### config.mk
export PLATFORM = sky130hd
export DESIGN_NAME = cash_register_v2
export DESIGN_NICKNAME = d
export VERILOG_FILES = /design/src/rtl/cash_register_v2.sv
export SDC_FILE = /design/constraint.sdc
export NUM_CORES = 1
export LEC_CHECK = 0
export ABC_AREA = 0
export CAP_MARGIN = 10
export CORE_MARGIN = 10
export CORE_UTILIZATION = 47
export DETAILED_ROUTE_END_ITERATION = 12
export HOLD_SLACK_MARGIN = 0.05
export PLACE_DENSITY_LB_ADDON = 0.12
export SLEW_MARGIN = 40
export SYNTH_ARGS = -nofsm -noshare
export SYNTH_HDL_FRONTEND = slang
export SYNTH_SLANG_ARGS = --single-unit
### constraint.sdc
create_clock -name i_clock -period 2.9 [get_ports i_clock]
set_input_delay 0.58 -clock i_clock [delete_from_list [all_inputs] [get_ports i_clock]]
set_output_delay 0.58 -clock i_clock [all_outputs]
set_load 0.01 [all_outputs]
### src/rtl/cash_register_v2.sv
// cash_register_v2: edge-triggered cash register with running sum, item count and total display.
// Optional macro CASH_REG_SAT_EN: saturate the sum on add overflow instead of wrapping.
module cash_register_v2 #(
    parameter int W = 8,
    parameter int N = 4
) (
    input  logic         i_clock,
    input  logic         i_resetn,
    input  logic         i_a,
    input  logic         i_v,
    input  logic         i_t,
    input  logic         i_c,
    input  logic [W-1:0] i_x,
    output logic [W-1:0] o_total,
    output logic [N-1:0] o_count,
    output logic         o_ovf,
    output logic         o_err,
    output logic         o_disp
);
    typedef enum logic [2:0] {
        S_IDLE, S_LOAD, S_ADD, S_SUB, S_MORE, S_LOADT, S_DISP, S_CLR
    } state_t;

    state_t       r_state, w_next;
    logic [3:0]   r_smp, r_prev, w_ev;
    logic         w_ev_c, w_ev_t, w_ev_v, w_ev_a;
    logic         w_add_bad, w_void_bad, w_err, r_sub, w_sub;
    logic [W-1:0] r_sum, r_opnd, w_sum_new;
    logic [W:0]   w_sum_add;

    // history bits ordered {C, T, V, A}; an event is a fresh rising sample
    assign w_ev   = r_smp & ~r_prev;
    assign w_ev_c = w_ev[3];
    assign w_ev_t = w_ev[2] & ~w_ev[3];
    assign w_ev_v = w_ev[1] & ~|w_ev[3:2];
    assign w_ev_a = w_ev[0] & ~|w_ev[3:1];

    assign w_add_bad  = &o_count;
    assign w_void_bad = (o_count == '0) || (i_x > r_sum);
    assign w_sum_add  = {1'b0, r_sum} + {1'b0, r_opnd};
`ifdef CASH_REG_SAT_EN
    assign w_sum_new  = w_sum_add[W] ? '1 : w_sum_add[W-1:0];
`else
    assign w_sum_new  = w_sum_add[W-1:0];
`endif
    assign o_disp = (r_state == S_DISP);

    always_comb begin
        w_next = r_state;
        w_sub  = r_sub;
        w_err  = 1'b0;
        case (r_state)
            S_IDLE: if (w_ev_a) begin
                w_err  = w_add_bad;
                w_next = w_add_bad ? S_IDLE : S_LOAD;
                w_sub  = 1'b0;
            end
            S_MORE: begin
                if (w_ev_c) w_next = S_CLR;
                else if (w_ev_t) w_next = S_LOADT;
                else if (w_ev_v || w_ev_a) begin
                    w_err  = w_ev_v ? w_void_bad : w_add_bad;
                    w_next = w_err ? S_MORE : S_LOAD;
                    w_sub  = w_ev_v;
                end
            end
            S_LOAD:       w_next = r_sub ? S_SUB : S_ADD;
            S_ADD, S_SUB: w_next = S_MORE;
            S_LOADT:      w_next = S_DISP;
            S_DISP:       if (w_ev_c) w_next = S_CLR;
            S_CLR:        w_next = S_IDLE;
            default:      w_next = S_IDLE;
        endcase
    end

    always_ff @(posedge i_clock) begin
        if (!i_resetn) begin
            r_state <= S_IDLE;
            r_smp   <= '1;
            r_prev  <= '1;
            r_sub   <= 1'b0;
            r_sum   <= '0;
            r_opnd  <= '0;
            o_total <= '0;
            o_count <= '0;
            o_ovf   <= 1'b0;
            o_err   <= 1'b0;
        end else begin
            r_state <= w_next;
            r_smp   <= {i_c, i_t, i_v, i_a};
            r_prev  <= r_smp;
            r_sub   <= w_sub;
            o_err   <= w_err;
            case (r_state)
                S_LOAD: r_opnd <= i_x;
                S_ADD: begin
                    r_sum   <= w_sum_new;
                    o_count <= o_count + 1'b1;
                    o_ovf   <= o_ovf | w_sum_add[W];
                end
                S_SUB: begin
                    r_sum   <= r_sum - r_opnd;
                    o_count <= o_count - 1'b1;
                end
                S_LOADT: o_total <= r_sum;
                S_CLR: begin
                    r_sum   <= '0;
                    r_opnd  <= '0;
                    o_total <= '0;
                    o_count <= '0;
                    o_ovf   <= 1'b0;
                end
                default: ;
            endcase
        end
    end
endmodule

==> results of run 1 <==
## critical path, stage by stage (launching register included)
cell	delay, ns
dfxtp_1	0.34
inv_1	0.11
nor2_2	0.34
nand2_1	0.27
inv_1	0.14
ha_1	0.23
a21o_1	0.17
a21oi_1	0.24
xnor2_1	0.15
a31oi_1	0.09
o31ai_1	0.20
## registers in the layout, summed over array words and instances, names as in the netlist
signal,count
o_ovf,1
r_state,3
r_prev,4
o_err,1
r_opnd,8
r_sub,1
o_count,4
r_smp,4
o_total,8
r_sum,8
## layout make-up
class                      count  area, µm²  area share (%)
clock buffer                   7       76.3            2.45
tap                           72       90.1            2.89
multi-input combinational    250       1660            53.2
inverter                      33        124            3.98
timing repair buffer          34        325            10.5
sequential                    42        841            27.0
## cell usage after synthesis (all sizes together) (2+ instances only)
library cell | count | area (µm²)
inv | 32 | 120
o21bai | 2 | 26.3
a21oi | 41 | 209
nand4 | 4 | 25.0
a211oi | 4 | 35.0
a311oi | 2 | 17.5
ha | 25 | 313
fa | 3 | 60.1
o21a | 5 | 37.5
dfxtp | 42 | 841
or3 | 5 | 31.3
nor2b | 4 | 25.0
o31a | 2 | 17.5
nand3 | 2 | 10.0
o31ai | 2 | 15.0
nor3 | 14 | 70.1
o21ai | 15 | 78.8
buf | 5 | 27.5
clkbuf | 9 | 33.8
a221oi | 2 | 23.8
a22oi | 9 | 67.6
nand2b | 12 | 75.1
a21o | 2 | 15.0
o211ai | 4 | 30.0
nor2 | 53 | 201
xnor2 | 7 | 61.3
nand2 | 10 | 37.5
xor2 | 2 | 17.5
## per-stage QoR
stage,hold slack (ns),utilization [%]
2_1_floorplan,0.404,-
3_3_place_gp,0.426,55.1
3_5_place_dp,0.430,55.1
4_1_cts,0.452,56.5
5_1_grt,0.489,56.5
6_report,0.448,56.5
## cells in the final DEF, fill, tap and decap left out, drive strengths merged, types with 4 or more instances in the layout
cell type      Yosys  routed
o21a               5       5
or3                5       5
clkbuf             9       7
dfxtp             42      42
inv               32      32
o211ai             4       4
o21ai             15      15
xnor2              7       7
a21oi             41      41
buf                5       6
nand2b            12      12
nor2b              4       4
nand4              4       4
nor3              14      14
a211oi             4       4
nand2             10      10
nor2              53      53
clkdlybuf4s50      0      28
a22oi              9       9
ha                25      25
## layer usage
layer | track usage (%) | vias to the layer above
li1 | - | 1243
met5 | 0 | -
met2 | 23.4 | 64
met3 | 3.93 | 4
met4 | 5.04 | 0
met1 | 21.3 | 1129
## how the worst min path moves through the flow
stage | cells past startpoint | to | from
3_5_place_dp | 1 | r_prev[3]$_SDFF_PN1_ | r_smp[3]$_SDFF_PN1_
4_1_cts | 1 | r_prev[3]$_SDFF_PN1_ | r_smp[3]$_SDFF_PN1_
5_1_grt | 2 | r_prev[2]$_SDFF_PN1_ | r_smp[2]$_SDFF_PN1_
2_1_floorplan | 2 | r_prev[2]$_SDFF_PN1_ | r_smp[2]$_SDFF_PN1_
6_report | 1 | r_prev[3]$_SDFF_PN1_ | r_smp[3]$_SDFF_PN1_
3_3_place_gp | 1 | r_prev[3]$_SDFF_PN1_ | r_smp[3]$_SDFF_PN1_
## report_power, final
part | switching (mW) | internal, mW
logic | 0.233 | 0.171
registers | 0.0277 | 0.604
clock network | 0.194 | 0.166
## logic make-up after synthesis
family,count (synthesis),share of synthesized area [%]
and+or+nand+nor,110,19.2
DFF,42,31.3
muxes,1,0.373
buffers and inverters,47,6.90
AOI/OAI and AO/OA,102,25.3
adders and majority gates,28,13.9
xor gates and xnor gates,9,2.94
==> flow_metrics.py, run 1 <==
metrics = {
    "status": {
        "outcome": "finished clean",
    },
    "placement": {
        "portBuffers": 28,
        "dpl.hpwl_um": 5200,
        "globalplace.congestion": 0.843,
        "place_inst": 431,
        "post-place-ws_ns": 0.495,
        "place_area_um2": 3040,
    },
    "worst_setup_path": {
        "cp-endpoint": "o_count[3]$_SDFFE_PN0P_",
        "crit_type": "reg2reg",
        "endpoint_kind": "flop",
        "required_ns": 3.10,
        "worstPathArrival_ns": 2.57,
        "critPathMaxFanout": 8,
        "r2r-start": "r_state[1]$_SDFFE_PN0P_",
        "reg2reg_depth": 10,
        "worstSetupStartpointType": "flop",
        "ff2ff_setup_slack_ns": 0.53,
        "setup.worst_path.start": "r_state[1]$_SDFFE_PN0P_",
        "r2r-end": "o_count[3]$_SDFFE_PN0P_",
    },
    "global_route": {
        "grt_pass1_vias": 2318,
        "antenna_found_initial": 0,
        "overflow": 0,
        "grt_max_degree": 29,
        "grt_usage_pct": 15.6,
        "grt_pass1_wl_um": 11500,
    },
    "clock_tree": {
        "clk_pin_slew_worst_paths_ns": 0.08,
        "tritoncts": "yes",
        "cts_buffers": 5,
        "cts_resized": 0,
        "ctsHoldBuffers": 0,
        "clock_path_buffers": 2,
        "postCtsSetupRepairBufs": 0,
        "clock-sinks": 42,
        "cts_max_level": 2,
        "insertion_delay_ns": 0.29,
        "cts_root_buf": "clkbuf_8",
    },
    "logic_synthesis": {
        "ys_seq_elements": 42,
        "synth.distinct_cells": 58,
        "yosysSeqAreaShare_pct": 31.3,
        "syn_inst": 339,
        "synthFlopType": "dfxtp_1",
        "synth_area_um2": 2680,
        "syn_nets": 381,
        "yosys_warnings": 0,
        "synth_area_per_cell_um2": 7.91,
        "synth_edf_count": 0,
        "ys_async_sr_fraction_pct": 0,
    },
    "cells_and_area": {
        "final-instance-count-excl-fill": 438,
        "layout.nets": 408,
        "fin_area_um2": 3110,
        "synthToLayoutAreaGrowth_pct": 16.0,
        "final_layout_size_suffix_gt1_share_pct": 5.19,
        "diodes": 0,
        "fillers": 521,
    },
    "floorplanning": {
        "ioPinCount": 29,
        "start_util_pct": 48.7,
        "num_rows": 27,
        "die_h_um": 95.6,
        "die-width_um": 95.6,
        "die_area_um2": 9130,
        "coreArea_um2": 5510,
    },
    "sta": {
        "rsz0062_at_grt": "no",
        "fin_crit_sh_pct": 81.7,
        "fin_crit_ns": 2.37,
        "drv_slew": 0,
        "finClkSkew_ns": 0.00492,
        "fin_setup_tns_ns": 0,
        "setup_viol": 0,
        "hold_violations": 0,
        "worst_slack_ns": 0.531,
        "worstMarginPinSlew_ns": 0.665,
        "slew_headroom_pct": 55.4,
        "max_freq_mhz": 422,
    },
    "routing": {
        "drt-met1-wl_um": 3210,
        "drt-pass1-iter-count": 4,
        "wl_met3_um": 469,
        "drtAntennaViolNets": 0,
        "drc": 0,
        "drtIter0Drc": 210,
        "finalWirelength_um": 6890,
        "via_per_inst": 5.57,
        "vias": 2440,
        "top_layer": "met4",
        "wire_per_inst_um": 15.7,
        "met2_length_um": 3160,
    },
    "pwr": {
        "peakVddDrop_mv": 0.314,
        "power_density_nw_per_um2": 448,
        "leakage_nw": 1.22,
        "total_power_mw": 1.40,
    },
    "flow_run": {
        "cap_violations": 0,
    },
    "worst_hold_path": {
        "hold_class": "reg2reg",
    },
}
Note: power is estimated with default switching activity, not from simulation.
==> run 2: changes to the inputs <==
clock period = 2 ns   (was 2.9 ns; I/O delays follow)
==> run 2 against run 1 <==
Effect of this change:
- power rose by 62%
- wire length increased by 3.9%
- critical path depth shrank 4
- cell area grew 9.0%
- worst setup slack worse by 0.50 ns
- clock skew rose by 0.0057 ns
- count of clock-buffer cells in the layout down 1
- via count grew 3.8%
- combinational power is 66% higher
==> flow_metrics.py, run 2 (synthesis gave the netlist of run 1 again) <==
metrics = {
    "status": {
        "outcome": "finished clean",
    },
    "routing": {
        "finalWirelength_um": 7160,
        "vias": 2532,
        "wire_per_inst_um": 15.5,
        "drtIter0Drc": 161,
        "drtAntennaViolNets": 0,
        "via_per_inst": 5.48,
        "drc": 0,
        "drt-pass1-iter-count": 4,
    },
    "placement": {
        "portBuffers": 28,
        "globalplace.congestion": 0.893,
        "dpl.hpwl_um": 5420,
        "place_inst": 454,
        "post-place-ws_ns": -0.239,
        "place_area_um2": 3210,
    },
    "worst_setup_path": {
        "crit_type": "reg2reg",
        "critPathMaxFanout": 5,
        "ff2ff_setup_slack_ns": 0.03,
        "endpoint_kind": "flop",
        "worstSetupStartpointType": "flop",
        "critPathTopFamily": "compound AO/OA/AOI/OAI gates",
        "r2r-start": "r_sum[2]$_SDFFE_PN0P_",
        "worstPathArrival_ns": 2.18,
        "required_ns": 2.21,
        "crit_chain": "ha_2 -> or3_1 -> o211ai_1 -> o221ai_1 -> mux2i_1 -> a221oi_2",
        "critical-path-max-stage-delay_ns": 0.42,
        "setup.worst_path.start": "r_sum[2]$_SDFFE_PN0P_",
        "slowest_stage": "or3_1",
        "worst-path-buf-inv": 0,
    },
    "floorplanning": {
        "die_area_um2": 9130,
        "start_util_pct": 48.7,
        "ioPinCount": 29,
        "num_rows": 27,
        "coreArea_um2": 5510,
        "die-width_um": 95.6,
        "die_h_um": 95.6,
    },
    "global_route": {
        "grt_max_degree": 29,
        "grt_usage_pct": 15.8,
        "overflow": 0,
        "antenna_found_initial": 0,
        "grt_pass1_wl_um": 11700,
        "grt_pass1_vias": 2371,
    },
    "sta": {
        "drv_slew": 0,
        "setup_viol": 0,
        "hold_violations": 0,
        "max_freq_mhz": 507,
        "fin_crit_sh_pct": 98.6,
        "rsz0062_at_grt": "yes",
        "slew_headroom_pct": 51.0,
        "finClkSkew_ns": 0.0106,
        "worst_slack_ns": 0.0288,
        "fin_crit_ns": 1.97,
        "worstMarginPinSlew_ns": 0.730,
    },
    "cells_and_area": {
        "layout.nets": 432,
        "diodes": 0,
        "final_layout_size_suffix_gt1_share_pct": 15.9,
        "final_common_cell": "nor2_1",
        "reg_top3": "o_total: 8 flops, r_opnd: 8 flops, r_sum: 8 flops",
        "final-instance-count-excl-fill": 462,
        "fin_area_um2": 3390,
        "final_cell_mix": "nor2_1 (52), a21oi_1 (38), dfxtp_1 (37)",
        "synthToLayoutAreaGrowth_pct": 26.4,
        "post-route-util_pct": 61.6,
    },
    "pwr": {
        "p_clk_share_pct": 30.2,
        "leakage_nw": 1.36,
        "p_sw_share_pct": 30.5,
        "power_density_nw_per_um2": 668,
        "power.internal_mw": 1.57,
        "combPwrFrac_pct": 29.5,
        "peakVddDrop_mv": 0.450,
        "seqPwrFrac_pct": 40.3,
        "p_switching_mw": 0.690,
    },
    "clock_tree": {
        "tritoncts": "yes",
        "clk_pin_slew_worst_paths_ns": 0.09,
        "clock_path_buffers": 2,
        "cts_root_buf": "clkbuf_8",
        "cts_buffers": 5,
        "insertion_delay_ns": 0.29,
        "cts_max_level": 2,
        "clock-sinks": 42,
    },
    "worst_hold_path": {
        "hp-start": "r_smp[3]$_SDFF_PN1_",
        "hold_class": "reg2reg",
    },
    "flow_run": {
        "cap_violations": 0,
    },
}
==> run 2: area by class of cell <==
class                           instances  area, µm²
Fill cell                             520       2110
Multi-Input combinational cell        250       1710
Sequential cell                        42        850
Timing Repair Buffer                   58        504
Inverter                               33        126
Tap cell                               72       90.1
Clock buffer                            6       82.6
Clock inverter                          1       30.0
==> run 2: path summary, 6_finish.rpt <==
kind | endpoint | depth (start not counted)
worst max-delay path | r_sum[7]$_SDFFE_PN0P_ | 6
worst min-delay path | r_prev[3]$_SDFF_PN1_ | 1
worst max register to register | r_sum[7]$_SDFFE_PN0P_ | 6
worst min register to register | r_prev[3]$_SDFF_PN1_ | 1
==> run 2: what timing repair did <==
action | in CTS | in global routing
gates resized for setup | 4 | 18
pin swaps | 2 | 11
setup endpoints to repair | 3 | 10
setup buffers | 0 | 1
hold buffers | 0 | 0
==> run 2: worst register-to-register path: stages (launching register included) <==
cell and delay [ns]:
dfxtp_1 0.40, ha_2 0.35, or3_1 0.42, o211ai_1 0.18, o221ai_1 0.18, mux2i_1 0.16
a221oi_2 0.21
==> run 2: per-layer routing <==
layer  GRT usage (%)  vias to the layer above  wire, µm  part of all wire (%)
met2            24.9                       69      3220                    45
li1                -                     1292         -                     -
met3            4.40                        4       460                   6.4
met5               0                        -         0                     0
met4            3.44                        0        55                  0.77
met1            20.9                     1167      3420                    48
==> run 2: power groups by stage <==
stage	logic (mW)	clock network, mW	registers [mW]
floorplan	0.438	0	0.926
global route	0.744	0.730	0.918
finish	0.669	0.685	0.912
CTS	0.648	0.697	0.910
detailed placement	0.640	0	0.929
global placement	0.630	0	0.928
==> run 2: stage by stage <==
stage	power [mW]	TNS (ns)	hold slack, ns
finish	2.27	0	0.448
global route	2.39	-0.144	0.482
CTS	2.25	0	0.450
detailed placement	1.57	-0.634	0.430
global placement	1.56	-0.575	0.424
floorplan	1.36	0	0.404
==> run 3: changes to the inputs <==
CAP_MARGIN = unset   (was 10)
CTS_BUF_LIST = sky130_fd_sc_hd__clkbuf_16   (was unset)
==> run 3 against run 2 <==
Effect of this change:
- register-to-register slack worse by 0.02 ns
- final cell count is the same
- count of clock-buffer cells in the layout decreased by 1
- via count up 0.75%
- critical endpoint is now r_sum[6]$_SDFFE_PN0P_
- global-route usage increased by 0.21 points
- fmax down 1.0%
- flip-flop and latch count did not move
- first-iteration DRC count down 33%
- die area unchanged
- non-clock buffer count is the same
- power rose by 9.3%
- sequential share of layout area is 0.36 points lower
==> flow_metrics.py, run 3 (synthesis gave the netlist of run 1 again) <==
metrics = {
    "status": {
        "outcome": "finished clean",
    },
    "global_route": {
        "overflow": 0,
        "grt_max_degree": 29,
        "grt_pass1_wl_um": 11800,
        "grt_usage_pct": 16.0,
        "grt_pass1_vias": 2385,
        "antenna_found_initial": 0,
    },
    "cells_and_area": {
        "final_common_cell": "nor2_1",
        "final_layout_size_suffix_gt1_share_pct": 16.2,
        "reg_top3": "o_total: 8 flops, r_opnd: 8 flops, r_sum: 8 flops",
        "seq_area_um2": 852,
        "fillers": 503,
        "final_cell_mix": "nor2_1 (52), a21oi_1 (38), dfxtp_1 (37)",
        "diodes": 0,
        "multiInputGateArea_um2": 1720,
        "layout.nets": 432,
        "synthToLayoutAreaGrowth_pct": 28.7,
    },
    "worst_hold_path": {
        "worstHoldPathCells": 1,
        "hold_class": "reg2reg",
        "min_to": "r_prev[3]$_SDFF_PN1_",
        "hp-start": "r_smp[3]$_SDFF_PN1_",
    },
    "floorplanning": {
        "start_util_pct": 48.7,
        "num_rows": 27,
        "die_h_um": 95.6,
        "ioPinCount": 29,
        "die-width_um": 95.6,
        "die_area_um2": 9130,
        "coreArea_um2": 5510,
    },
    "worst_setup_path": {
        "worstPathArrival_ns": 2.16,
        "critPathMaxFanout": 4,
        "endpoint_kind": "flop",
        "ff2ff_setup_slack_ns": 0.008,
        "worstSetupStartpointType": "flop",
        "crit_chain": "ha_1 -> inv_1 -> fa_2 -> o21bai_4 -> a211o_1 -> a21oi_2 -> xnor2_1 -> a211oi_2 -> o21a_1",
        "reg2reg_depth": 9,
        "critical-path-max-stage-delay_ns": 0.36,
        "r2r-end": "r_sum[6]$_SDFFE_PN0P_",
        "slowest_stage": "dfxtp_4",
        "r2r-start": "r_sum[0]$_SDFFE_PN0P_",
        "required_ns": 2.17,
        "crit_type": "reg2reg",
    },
    "sta": {
        "rsz0062_at_grt": "yes",
        "drv_slew": 0,
        "finClkSkew_ns": 0.00303,
        "hold_violations": 0,
        "whs_ns": 0.442,
        "fin_crit_sh_pct": 99.6,
        "setup_viol": 0,
        "fin_crit_ns": 1.99,
        "slew_headroom_pct": 51.4,
        "worst_slack_ns": 0.00816,
        "max_freq_mhz": 502,
        "worstMarginPinSlew_ns": 0.724,
    },
    "clock_tree": {
        "clock-sinks": 42,
        "tritoncts": "yes",
        "clk_pin_slew_worst_paths_ns": 0.06,
        "clock_path_buffers": 2,
        "ctsHoldBuffers": 0,
        "insertion_delay_ns": 0.28,
        "cts_root_buf": "clkbuf_16",
        "cts_max_level": 2,
        "cts_buffers": 5,
    },
    "routing": {
        "drt-met1-wl_um": 3510,
        "finalWirelength_um": 7240,
        "drt-pass1-iter-count": 4,
        "vias": 2551,
        "drtAntennaViolNets": 0,
        "wl_met3_um": 406,
        "top_layer": "met4",
        "wire_per_inst_um": 15.7,
        "drc": 0,
        "drtIter0Drc": 108,
        "met2_length_um": 3260,
        "via_per_inst": 5.52,
    },
    "pwr": {
        "power_density_nw_per_um2": 717,
        "leakage_nw": 1.40,
        "peakVddDrop_mv": 0.468,
    },
    "placement": {
        "globalplace.congestion": 0.893,
        "dpl.hpwl_um": 5420,
        "post-place-ws_ns": -0.239,
        "portBuffers": 28,
    },
    "flow_run": {
        "cap_violations": 0,
    },
}
run 3: cell types whose count changed in the layout (fill, tap and decap cells not counted), sizes merged:
cell           change
dlymetal6s2s       +1
clkinv             +1
clkbuf             -1
clkdlybuf4s50      -1
run 3: area by class of cell:
cell class,count,area share (%)
multi-input combinational,250,49.7
sequential,42,24.7
timing repair buffer,58,14.7
inverter,33,3.73
clock buffer,5,3.62
tap,72,2.61
clock inverter,2,0.979
run 3: worst max-delay path: cells and delay by family, from the launching register on:
| family | cells | cell delay, ns |
|---|---|---|
| buffers and inverters | 1 | 0.08 |
| AO/OA/AOI/OAI | 5 | 0.82 |
| flip-flops | 1 | 0.36 |
| adder cells (fa/ha/maj) | 2 | 0.48 |
| XOR/XNOR | 1 | 0.15 |
run 3: where the power goes:
| part | internal [mW] | switching [mW] | leakage, nW |
|---|---|---|---|
| Clock | 0.577 | 0.307 | 0.0773 |
| Combinational | 0.304 | 0.371 | 0.975 |
| Sequential | 0.877 | 0.0376 | 0.344 |
| Total | 1.76 | 0.716 | 1.40 |
run 3: worst max path at each step:
stage                     cells after the start  slack (ns)                 endpoint               startpoint
after detailed placement                      8       -0.24  r_state[2]$_SDFFE_PN0P_                   i_x[1]
after global routing                         10       -0.06    r_sum[6]$_SDFFE_PN0P_    r_sum[0]$_SDFFE_PN0P_
after global placement                        8       -0.22  r_state[2]$_SDFFE_PN0P_                   i_x[1]
final                                         9       0.008    r_sum[6]$_SDFFE_PN0P_    r_sum[0]$_SDFFE_PN0P_
after CTS                                     8       0.004    r_sum[7]$_SDFFE_PN0P_   r_opnd[1]$_SDFFE_PN0P_
after floorplan                              10        0.02  o_count[3]$_SDFFE_PN0P_  r_state[0]$_SDFFE_PN0P_
run 3: routing by layer:
| layer | track usage [%] | vias to the layer above |
|---|---|---|
| li1 | - | 1300 |
| met4 | 4.67 | 0 |
| met5 | 0 | - |
| met1 | 21.1 | 1193 |
| met3 | 3.77 | 4 |
| met2 | 25.4 | 54 |
run 3: metrics by stage:
step / power (mW) / TNS, ns / instance area (µm²) / instances / util [%]
detailed placement: 1.57 / -0.634 / 3210 / 454 / 58.4
global placement: 1.56 / -0.575 / 3210 / 454 / 58.4
floorplan: 1.36 / 0 / 2690 / 339 / -
finish: 2.47 / 0 / 3450 / 462 / 62.7
global route: 2.61 / -0.0627 / 3450 / 462 / 62.7
CTS: 2.46 / 0 / 3380 / 461 / 61.4
run 3: what timing repair did:
item / CTS / global route
setup buffers: 0 / 1
gates cloned: 0 / 0
setup endpoints to repair: 3 / 11
pin swaps: 2 / 12
resized for setup: 4 / 23
==> edit 1: new RTL, settings of run 1 <==
Change the parameter `W` from 8 to 10.
--- a/src/rtl/cash_register_v2.sv
+++ b/src/rtl/cash_register_v2.sv
@@ -1,7 +1,7 @@
 // cash_register_v2: edge-triggered cash register with running sum, item count and total display.
 // Optional macro CASH_REG_SAT_EN: saturate the sum on add overflow instead of wrapping.
 module cash_register_v2 #(
-    parameter int W = 8,
+    parameter int W = 10,
     parameter int N = 4
 ) (
     input  logic         i_clock,
Ports: changed (resized i_x and o_total); port bits go from 29 to 33. The function was not compared with the original's and may differ.
==> edit 1 against run 1 <==
Area after synthesis grew 18%; first-iteration DRC count up 9.0%; final area is 19% higher; total power is 33% higher; wire length increased by 21%; die area up 14%; global-route usage grew 1.1 points; setup slack worse by 300 ps; sequential power rose by 14%; non-clock buffer count up 4; sequential cell count rose by 6; critical path type is now reg2out; largest power group unchanged.
==> edit 1: results (changes against run 1) <==
status=complete, no violations (unchanged); Max Root-Sink Buffers=2 (unchanged); CTS resizes=0 (unchanged); NumNets Final=487 (was 408); Post-CTS Setup Inserts=0 (unchanged); HPWL after detailed placement=6340 microns (was 5200 microns); drt initial violations=229 (was 210); Via Count=2907 (was 2440); maximum net fanout on the critical path=33 (was 8); Root Driver=clkbuf_8 (unchanged); most frequent cells after synthesis=nor2_1 (63), dfxtp_1 (48), a21oi_1 (47) (was nor2_1 (52), dfxtp_1 (42), a21oi_1 (40)); Clock Skews=7.77 ps (was 4.92 ps); Arrival @ worst endpoint=2090 ps (was 2570 ps); VDD IR max=293 uV (was 314 uV); total track usage=16.7% (was 15.6%); Sw Pwr=539 uW (was 455 uW); average wire per standard cell=16.2 microns (was 15.7 microns); placer congestion estimate=0.884 (was 0.843); Slew HR=49.1% (was 55.4%); Worst-Skew Late Latency=300 ps; Synth cell types=50 (was 58); Leak Pwr=0.00146 uW (was 0.00122 uW); HP Class=reg2reg (unchanged); vias in the first global route=2837 (was 2318); # H-tree levels=2 (unchanged); largest registers=o_total x10, r_opnd x10, r_sum x10 (was o_total x8, r_opnd x8, r_sum x8); sequential cell area fraction in the yosys report=30.3% (was 31.3%); antenna violations before repair=0 (unchanged); number of buffers created by CTS=5 (unchanged); syn nets=460 (was 381); ys async rst share=0% (unchanged); largest net degree at the start of global routing=36 (was 29); Clk pin slew, worst setup/hold paths=90 ps; Main synth FF type=dfxtp_1 (unchanged); n_diodes=0 (unchanged); hold depth=1 (unchanged); R2R cell count=10 (unchanged); Synth area leaders=dfxtp_1 (30%), ha_1 (12%), nor2_1 (7.5%) (was dfxtp_1 (31%), ha_1 (12%), a21oi_1 (7.5%)); PortBufs=32 (was 28); first-pass GRT wire length=14200 microns (was 11500 microns); Yosys warning count=0 (unchanged); CTS Hold Bufs=0 (unchanged); drt pass-1 iters=4 (unchanged); layout cell share with drive strength beyond 1=5.25% (was 5.19%)
## edit 1: cell count changes after synthesis, sizes merged, moves of 6 or more
cell / change
nor2: +10
dfxtp: +6
ha: +6
o21ai: +8
nand2: +10
a21oi: +8
## edit 1: power by group through the flow
stage               Combinational [uW]  Clock (uW)  Sequential [uW]
floorplan                          346           0              724
global placement                   460           0              732
detailed placement                 468           0              733
CTS                                471         670              718
global route                       531         694              723
finish                             475         656              719
## edit 1: kinds of logic (layout without fill, tap and decap cells)
| group | Yosys count | count (layout) | synth area share [%] |
|---|---|---|---|
| simple gates | 138 | 138 | 20.2 |
| compound gates | 125 | 125 | 25.6 |
| buf+inv | 54 | 82 | 6.67 |
| flops | 48 | 48 | 30.3 |
| fa+ha+maj | 34 | 34 | 14.1 |
| xor+xnor | 10 | 10 | 2.76 |
| mux | 1 | 1 | 0.316 |
## edit 1: path summary, 6_finish.rpt
kind | from | end | slack (ps)
worst min-delay path | r_smp[0]$_SDFF_PN1_ | r_prev[0]$_SDFF_PN1_ | 440
worst min register to register | r_smp[0]$_SDFF_PN1_ | r_prev[0]$_SDFF_PN1_ | 440
worst max register to register | r_sum[0]$_SDFFE_PN0P_ | r_sum[8]$_SDFFE_PN0P_ | 620
worst max-delay path | r_state[1]$_SDFFE_PN0P_ | o_disp | 230
## edit 1: stage by stage
step	std cells	instance area [sq um]	hold slack, ps	power, uW	setup WS, ps
floorplan	410	3170	402	1070	874
global placement	507	3560	421	1190	441
detailed placement	507	3560	426	1200	395
CTS	515	3720	448	1860	207
global route	515	3720	466	1950	96.9
finish	515	3720	441	1850	226
## edit 1: cell type report
cell class	count	area [sq um]
timing repair buffer	38	365
clock buffer	5	68.8
clock inverter	3	90.1
fill	618	2740
sequential	48	961
inverter	36	135
tap	77	96.3
multi-input combinational	308	2000
## edit 1: worst max-delay path: stages, from the launching register on
cell and delay (ps):
dfxtp_1 330, buf_4 350, clkinv_1 380, nor2_1 180, clkdlybuf4s50_1 550
## edit 1: layer usage
| layer | vias up | share of wire (%) | track usage, % |
|---|---|---|---|
| li1 | 1497 | - | - |
| met4 | 0 | 0.55 | 3.47 |
| met2 | 74 | 45 | 26.5 |
| met5 | - | 0 | 0 |
| met1 | 1332 | 50 | 22.7 |
| met3 | 4 | 5.2 | 3.64 |
==> edit 2: new RTL, flow settings as in run 1 <==
Without the edit above. Register the inputs `i_a`, `i_v`, `i_t`, `i_c` and `i_x` before use. The logic sees them one clock later.
--- a/src/rtl/cash_register_v2.sv
+++ b/src/rtl/cash_register_v2.sv
@@ -21,6 +21,20 @@
         S_IDLE, S_LOAD, S_ADD, S_SUB, S_MORE, S_LOADT, S_DISP, S_CLR
     } state_t;
 
+    logic i_a_q;
+    logic i_v_q;
+    logic i_t_q;
+    logic i_c_q;
+    logic [W-1:0] i_x_q;
+
+    always_ff @(posedge i_clock) begin
+        i_a_q <= i_a;
+        i_v_q <= i_v;
+        i_t_q <= i_t;
+        i_c_q <= i_c;
+        i_x_q <= i_x;
+    end
+
     state_t       r_state, w_next;
     logic [3:0]   r_smp, r_prev, w_ev;
     logic         w_ev_c, w_ev_t, w_ev_v, w_ev_a;
@@ -36,7 +50,7 @@
     assign w_ev_a = w_ev[0] & ~|w_ev[3:1];
 
     assign w_add_bad  = &o_count;
-    assign w_void_bad = (o_count == '0) || (i_x > r_sum);
+    assign w_void_bad = (o_count == '0) || (i_x_q > r_sum);
     assign w_sum_add  = {1'b0, r_sum} + {1'b0, r_opnd};
 `ifdef CASH_REG_SAT_EN
     assign w_sum_new  = w_sum_add[W] ? '1 : w_sum_add[W-1:0];
@@ -87,12 +101,12 @@
             o_err   <= 1'b0;
         end else begin
             r_state <= w_next;
-            r_smp   <= {i_c, i_t, i_v, i_a};
+            r_smp   <= {i_c_q, i_t_q, i_v_q, i_a_q};
             r_prev  <= r_smp;
             r_sub   <= w_sub;
             o_err   <= w_err;
             case (r_state)
-                S_LOAD: r_opnd <= i_x;
+                S_LOAD: r_opnd <= i_x_q;
                 S_ADD: begin
                     r_sum   <= w_sum_new;
                     o_count <= o_count + 1'b1;
Behaviour: not the same (Yosys sat finds a counterexample within 10 cycles, from zero or initial values and one cycle with i_resetn low).
==> edit 2 against run 1 <==
First-iteration DRC count down 40%; final area grew 11%; area after synthesis is 12% higher; sequential cell count grew 12; total power rose by 20%; setup slack got worse by 25 ps; register-to-register slack gained 140 ps; wire length rose by 2.5%; critical endpoint is now o_disp.
==> edit 2: results (changes against run 1) <==
antenna violations before repair=0 (unchanged); number of buffers created by CTS=5 (unchanged); HP Class=reg2reg (unchanged); largest net degree at the start of global routing=34 (was 29); Clk pin slew, worst setup/hold paths=90 ps; Worst-Skew Late Latency=310 ps (was 290 ps); drt pass-1 iters=4 (unchanged); first-pass GRT wire length=12200 microns (was 11500 microns); # H-tree levels=2 (unchanged); n_diodes=0 (unchanged); Routed WL=7060 microns (was 6890 microns); Synth area leaders=dfxtp_1 (36%), ha_1 (10%), a21oi_1 (7.2%) (was dfxtp_1 (31%), ha_1 (12%), a21oi_1 (7.5%)); NumNets Final=431 (was 408); Fill cells=621 (was 521); Leak Pwr=0.00136 uW (was 0.00122 uW); layout cell share with drive strength beyond 1=6.15% (was 5.19%); ys async rst share=0% (unchanged); status=complete, no violations (unchanged); total track usage=14.7% (was 15.6%); VDD IR max=283 uV (was 314 uV); Main synth FF type=dfxtp_1 (unchanged); placed inst area=3340 sq um (was 3040 sq um); drt initial violations=125 (was 210); PortBufs=28 (unchanged); placer congestion estimate=0.879 (was 0.843); vias in the first global route=2439 (was 2318); Synth cell types=54 (was 58); worst slew pin tran=675 ps (was 665 ps); Arrival @ worst endpoint=1810 ps (was 2570 ps); maximum net fanout on the critical path=18 (was 8); CTS resizes=0 (unchanged); syn nets=408 (was 381); Max Root-Sink Buffers=2 (unchanged); sequential cell area fraction in the yosys report=36.0% (was 31.3%); most frequent cells after synthesis=dfxtp_1 (54), a21oi_1 (43), nor2_1 (43) (was nor2_1 (52), dfxtp_1 (42), a21oi_1 (40)); Yosys warning count=0 (unchanged); Root Driver=clkbuf_8 (unchanged); Clock Skews=6.64 ps (was 4.92 ps); via/cell ratio=5.45 (was 5.57); Post-CTS Setup Inserts=0 (unchanged); HPWL after detailed placement=5070 microns (was 5200 microns)
## edit 2: cell types whose count changed in the layout (fill, tap and decap cells not counted), moves of 4 or more
cell / change
or3_1: -4
dfxtp_1: +12
nand3_1: +4
nor2_1: -9
nand2_1: +12
## edit 2: path summary, 6_finish.rpt
kind,slack (ps),depth (start not counted),start,endpoint
worst min register to register,420,1,i_v_q$_DFF_P_,r_smp[1]$_SDFF_PN1_
worst min-delay path,420,1,i_v_q$_DFF_P_,r_smp[1]$_SDFF_PN1_
worst max register to register,670,8,r_opnd[2]$_SDFFE_PN0P_,r_sum[7]$_SDFFE_PN0P_
worst max-delay path,510,4,r_state[0]$_SDFFE_PN0P_,o_disp
## edit 2: final cells by class
class,count,share of cell area [%]
Tap cell,77,2.79
Inverter,31,3.37
Clock inverter,2,1.09
Multi-Input combinational cell,263,49.9
Timing Repair Buffer,34,9.42
Clock buffer,6,2.10
Sequential cell,54,31.3
## edit 2: cells by family after synthesis
group	count (synthesis)	share of synthesized area [%]
simple gates	123	19.9
compound gates	103	22.4
flops	54	36.0
buf+inv	49	6.51
fa+ha+maj	28	12.4
xor+xnor	7	2.04
mux	2	0.709
## edit 2: layer usage
layer	global-route usage, %	routed length [microns]
met5	0	0
met1	20.4	3540
met2	22.1	3130
met4	3.64	63
met3	3.71	334
## edit 2: where the power goes
part | switching, uW | internal, uW
Clock | 253 | 258
Combinational | 204 | 153
Sequential | 26.1 | 776
## edit 2: critical path, stage by stage (launching register included)
cell,delay (ps)
dfxtp_1,320
buf_4,200
inv_1,250
and3_1,210
clkdlybuf4s50_1,530
## edit 2: stage by stage
stage | util [%] | total power, uW | instances | hold WS [ps] | setup WS (ps)
5_1_grt | 55.0 | 1770 | 467 | 432 | 438
2_1_floorplan | - | 1080 | 366 | 386 | 846
6_report | 55.0 | 1670 | 467 | 420 | 506
3_5_place_dp | 53.3 | 1170 | 459 | 397 | 669
4_1_cts | 55.0 | 1690 | 467 | 424 | 481
3_3_place_gp | 53.3 | 1170 | 459 | 388 | 709
